$ cat src/rtl/onehot_req_sequencer_pkg.sv
// onehot_req_sequencer_pkg: shared constants for the one-hot request sequencer
package onehot_req_sequencer_pkg;
    localparam int N_CH_DEF = 8;
    localparam logic ST_IDLE = 1'b0;
    localparam logic ST_OFFER = 1'b1;
endpackage

$ cat src/rtl/onehot_req_sequencer_rr_pick.sv
// onehot_req_sequencer_rr_pick: picks the first pending channel at or after rr_ptr (or from 0 when fixed priority)
module onehot_req_sequencer_rr_pick
    import onehot_req_sequencer_pkg::*;
#(
    parameter int N_CH = N_CH_DEF,
    parameter bit RR_EN = 1'b1,
    localparam int W = $clog2(N_CH)
) (
    input  logic [0:N_CH-1] pend,
    input  logic [W-1:0]    rr_ptr,
    output logic [0:N_CH-1] grant,
    output logic [W-1:0]    idx
);
    logic found;
    logic [W-1:0] c;
    always_comb begin
        grant = '0;
        idx = '0;
        found = 1'b0;
        c = '0;
        for (int k = 0; k < N_CH; k++) begin
            c = W'(((RR_EN ? int'(rr_ptr) : 0) + k) % N_CH);
            if (!found && pend[c]) begin
                found = 1'b1;
                idx = c;
            end
        end
        grant[idx] = found;
    end
endmodule

$ cat src/rtl/onehot_req_sequencer.sv
// onehot_req_sequencer: sticky request capture issued one at a time as a registered one-hot grant
module onehot_req_sequencer
    import onehot_req_sequencer_pkg::*;
#(
    parameter int N_CH = N_CH_DEF,
    parameter bit RR_EN = 1'b1,
    localparam int W = $clog2(N_CH)
) (
    input  logic            clk,
    input  logic            rst,
    input  logic [0:N_CH-1] req,
    output logic [0:N_CH-1] d_out,
    output logic            valid,
    input  logic            ready,
    output logic [0:N_CH-1] pending,
    output logic            overrun
);
    logic state, state_next, accept;
    logic [0:N_CH-1] pend, d_q, d_next, clr, pick_grant;
    logic [W-1:0] rr_ptr, g_idx, pick_idx;

    onehot_req_sequencer_rr_pick #(.N_CH(N_CH), .RR_EN(RR_EN)) u_pick (
        .pend(pend),
        .rr_ptr(rr_ptr),
        .grant(pick_grant),
        .idx(pick_idx)
    );

    always_ff @(posedge clk or posedge rst) begin
        if (rst) begin
            state <= ST_IDLE;
            pend <= '0;
            d_q <= '0;
            g_idx <= '0;
            rr_ptr <= '0;
            overrun <= 1'b0;
        end else begin
            state <= state_next;
            pend <= (pend & ~clr) | req;
            overrun <= |(req & pend & ~clr);
            d_q <= d_next;
            if (state == ST_IDLE) g_idx <= pick_idx;
            if (accept) rr_ptr <= (g_idx == W'(N_CH - 1)) ? '0 : g_idx + 1'b1;
        end
    end

    always_comb begin
        state_next = (state == ST_IDLE) ? ((|pend) ? ST_OFFER : ST_IDLE)
                                        : (ready ? ST_IDLE : ST_OFFER);
    end

    // an accepted grant clears its pend bit; a same-cycle req re-sets it
    always_comb begin
        valid = (state == ST_OFFER);
        d_out = d_q;
        pending = pend;
        accept = valid & ready;
        clr = accept ? d_q : '0;
        d_next = (state == ST_IDLE) ? pick_grant : (ready ? '0 : d_q);
    end
endmodule

$ cat config.mk
export PLATFORM = sky130hd
export DESIGN_NAME = onehot_req_sequencer
export DESIGN_NICKNAME = d
export VERILOG_FILES = /design/src/rtl/onehot_req_sequencer_pkg.sv /design/src/rtl/onehot_req_sequencer_rr_pick.sv /design/src/rtl/onehot_req_sequencer.sv
export SDC_FILE = /design/constraint.sdc
export NUM_CORES = 1
export LEC_CHECK = 0
export BUFFER_PORTS_ARGS = -buffer_cell sky130_fd_sc_hd__buf_2
export CORE_MARGIN = 10
export CORE_UTILIZATION = 25
export CTS_CLUSTER_DIAMETER = 80
export DETAILED_ROUTE_END_ITERATION = 7
export PLACE_DENSITY = 0.47
export SLEW_MARGIN = 0
export SYNTH_ARGS = -nofsm -noshare
export SYNTH_HDL_FRONTEND = slang
export SYNTH_SLANG_ARGS = --single-unit
$ cat constraint.sdc
create_clock -name clk -period 6.4 [get_ports clk]
set_input_delay 0 -clock clk [delete_from_list [all_inputs] [get_ports clk]]
set_output_delay 0 -clock clk [all_outputs]
set_load 0.05 [all_outputs]
==> summary.md <==
| Metric | Value |
|---|---|
| Mux contribution to synthesized area | 0.260 |
| Critical path, cell by cell | inv_2, ha_1, mux2i_1, mux4_1, a32oi_4, a2111oi_2, or4_4, a211o_1, o21ai_1 |
| Gr usage total | 0.0835 |
| FF-to-FF Start | rr_ptr[0]$_DFFE_PP0P_ |
| Post-CTS setup buffers | 0 |
| Clock Latency Late Sink | 260 ps |
| Fin. Hold Viols | 0 |
| Share of cells above drive strength 1 | 0.288 |
| Vias in the first global route | 1,667 |
| Fraction of synthesized cell area taken by the top area cell type | 0.293 |
| WL per Instance | 16.7 um |
| Die height | 111 um |
| Avg Synthesized Cell Area | 10.8 sq um |
| Syn Nets | 204 |
| Area of the core | 7850 sq um |
| TritonCTS Buffers | 3 |
| Post-synth cell types | 57 |
| Cts hold-fix bufs | 9 |
| CTS tree | yes |
| Area contributors post-synth | dfrtp_1 (29%), mux4_2 (9.9%), mux2i_1 (5.4%) |
| Total number of yosys warnings | 0 |
| Slowest-stage cell, CP | dfrtp_1 |
| Critical path buffers and inverters | 1 |
| Placer Congestion | 0.777 |
| Status | finished clean |
| Layout area overhead | 12.5% |
| Post-Synth XOR/XNOR Area | 0.0128 |
| Levels on crit path | 9 |
| Crit-path max FO | 11 |
| Bufs on Longest Clock Path | 2 |
| CP top delay family | compound AO/OA/AOI/OAI gates |
| First-pass GRT wire length | 8.83 mm |
| CP startpoint kind | flop |
| Die Wd | 111 um |
| I/O pins | 29 |
| Hold Crit Class | input pin to flop |
| Final Skew | 8.09 ps |
| Register bit count reported by yosys | 24 |
| Worst-case reg-to-reg path depth | 9 |
| Fin crit period | 3750 ps |
| Total grt overflow | 0 |
| Slew Viols, Final | 0 |
| Post-Synth Adder-Cell Area | 0.0244 |
| Via density | 5.16 |
| Via Count | 1,636 |
| Buffers on Ports | 28 |
| R2r setup slk | 2650 ps |
| H-tree levels | 1 |
| Worst IR Drop VDD | 0.000197 V |
| CTS clk-pin slew, worst paths | 90 ps |
| Crit path DAT | 3940 ps |
| Hold WS | 118 ps |
| Initial antenna violation count | 0 |
| Post-route clock period utilization | 0.586 |
| Final Net Count | 231 |
| DR iter-0 viols | 80 |
| Antenna-violating nets left | 0 |
| Leak | 0.878 nW |
| Slew HR | 0.378 |
| Root Driver | clkbuf_8 |
| Crit path capture type | flop |
| Clk sinks | 24 |
| Syn Inst Count | 189 |
| Total Power | 0.799 mW |
| Simple-gate share of the synthesized area | 0.133 |
| Cell Rows | 32 |
| DRC viols | 0 |
| Synth area leader | dfrtp_1 |
| Largest net degree at the start of global routing | 25 |
| Total iterations of the first detailed-routing run | 4 |
| TNS Setup | 0 ps |
| Sequential-to-total area share from yosys stat | 0.293 |
| Critical path endpoint | d_out[0]$_DFFE_PP0P_ |
| Tightest Pin Transition | 933 ps |
| Top-count cell post-synth | dfrtp_1 |
| Initial Util | 0.261 |
| # resized after CTS | 0 |
| Synth Area in Compound Gates | 0.181 |
| Die Area | 12,200 sq um |
| Largest family of logic cells by synthesized area | multiplexers |
| WP data required | 6590 ps |
| Final number of setup-violating endpoints | 0 |
| Crit path from | rr_ptr[0]$_DFFE_PP0P_ |
| Slowest stage delay, CP | 670 ps |
| Critical path class | flop to flop |
| RSZ-0062 raised after global routing | false |
| Top FF cell, synth | dfrtp_1 |
| PD cells | 347 nW/um^2 |
| Synthesized cell area | 2050 sq um |
| Max-Cap Viols | 0 |
| Fmax | 266 MHz |
| Ant diodes | 0 |
| Final-layout fill cell count | 832 |
| DP HPWL | 4.08 mm |
| Post-synth ARST share | 1.00 |
| Synth cell count leaders | dfrtp_1 (24), nand2_1 (15), mux2i_1 (11) |
| RR Endpoint | d_out[0]$_DFFE_PP0P_ |
| EDFF count, synth | 0 |
| Routed WL | 5.29 mm |
-- state kept, by name, indices dropped and copies added, names as in the netlist --
signal,count
d_out,8
pending,8
g_idx,3
rr_ptr,3
overrun,1
valid,1
-- metal layers --
layer	vias up	part of all wire	global-route usage
met5	-	0	0
met4	0	0.0051	0.0173
met3	2	0.043	0.0146
met2	43	0.46	0.131
met1	819	0.49	0.116
li1	772	-	-
-- worst reg2reg max path: cells and delay by family, from the launching register on --
family,cells,cell delay (ps)
DFF,1,670
buffers and inverters,1,200
muxes,2,740
AOI/OAI and AO/OA,4,860
adders and majority gates,1,620
and+or+nand+nor,1,590
-- through the flow --
step                      cell area, sq um  std cells  setup slack, ps   util
final                                 2300        317             2650  0.294
after detailed placement              2160        304             2640  0.275
after global routing                  2300        317             2380  0.294
after CTS                             2300        317             2620  0.294
after global placement                2160        304             2680  0.275
after floorplan                       2050        189             3270      -
-- cells in the final DEF (no fill, tap or decap), types with 3 or more instances in the layout --
cell and count:
a21boi_0 3, a21o_1 8, a21oi_1 4, a22o_1 4
a31oi_1 5, and3_1 3, buf_2 28, clkbuf_8 4
dfrtp_1 24, dlygate4sd3_1 9, ha_1 4, inv_1 9
mux2_2 9, mux2i_1 11, mux4_1 4, mux4_2 9
nand2_1 15, nand3_1 3, nor2_1 8, nor4_1 3
o21ai_0 7, or2_2 3
-- cells by family (layout without fill, tap and decap cells) --
logic type / after synthesis / in the layout
buffers and inverters: 25 / 51
adder cells (fa/ha/maj): 4 / 4
AND/OR/NAND/NOR: 50 / 50
AO/OA/AOI/OAI: 49 / 49
flip-flops: 24 / 24
XOR/XNOR: 3 / 3
multiplexers: 34 / 34
-- how the worst min path moves through the flow --
stage                     slack (ps)  depth (start not counted)                    to    from
after floorplan                   10                          1  d_out[0]$_DFFE_PP0P_     rst
after global placement           190                          2  pending[7]$_DFF_PP0_  req[7]
after detailed placement         190                          2  pending[2]$_DFF_PP0_  req[2]
after CTS                        120                          4  d_out[4]$_DFFE_PP0P_   ready
after global routing             150                          4  d_out[4]$_DFFE_PP0P_   ready
final                            120                          4  d_out[4]$_DFFE_PP0P_   ready
-- where the power goes --
part	internal, mW	switching (mW)
logic	0.190	0.246
registers	0.184	0.0759
clock network	0.0549	0.0480
total	0.429	0.370
-- cell type report --
class                   instances  area [sq um]  area share
clock buffers                   4          55.1      0.0239
inverters                      10          37.5      0.0163
multi-input cells             140          1250       0.544
flip-flops and latches         24           601       0.261
well taps                     102           128      0.0554
repair buffers                 37           230      0.0999
(Power assumes the default switching activity.)
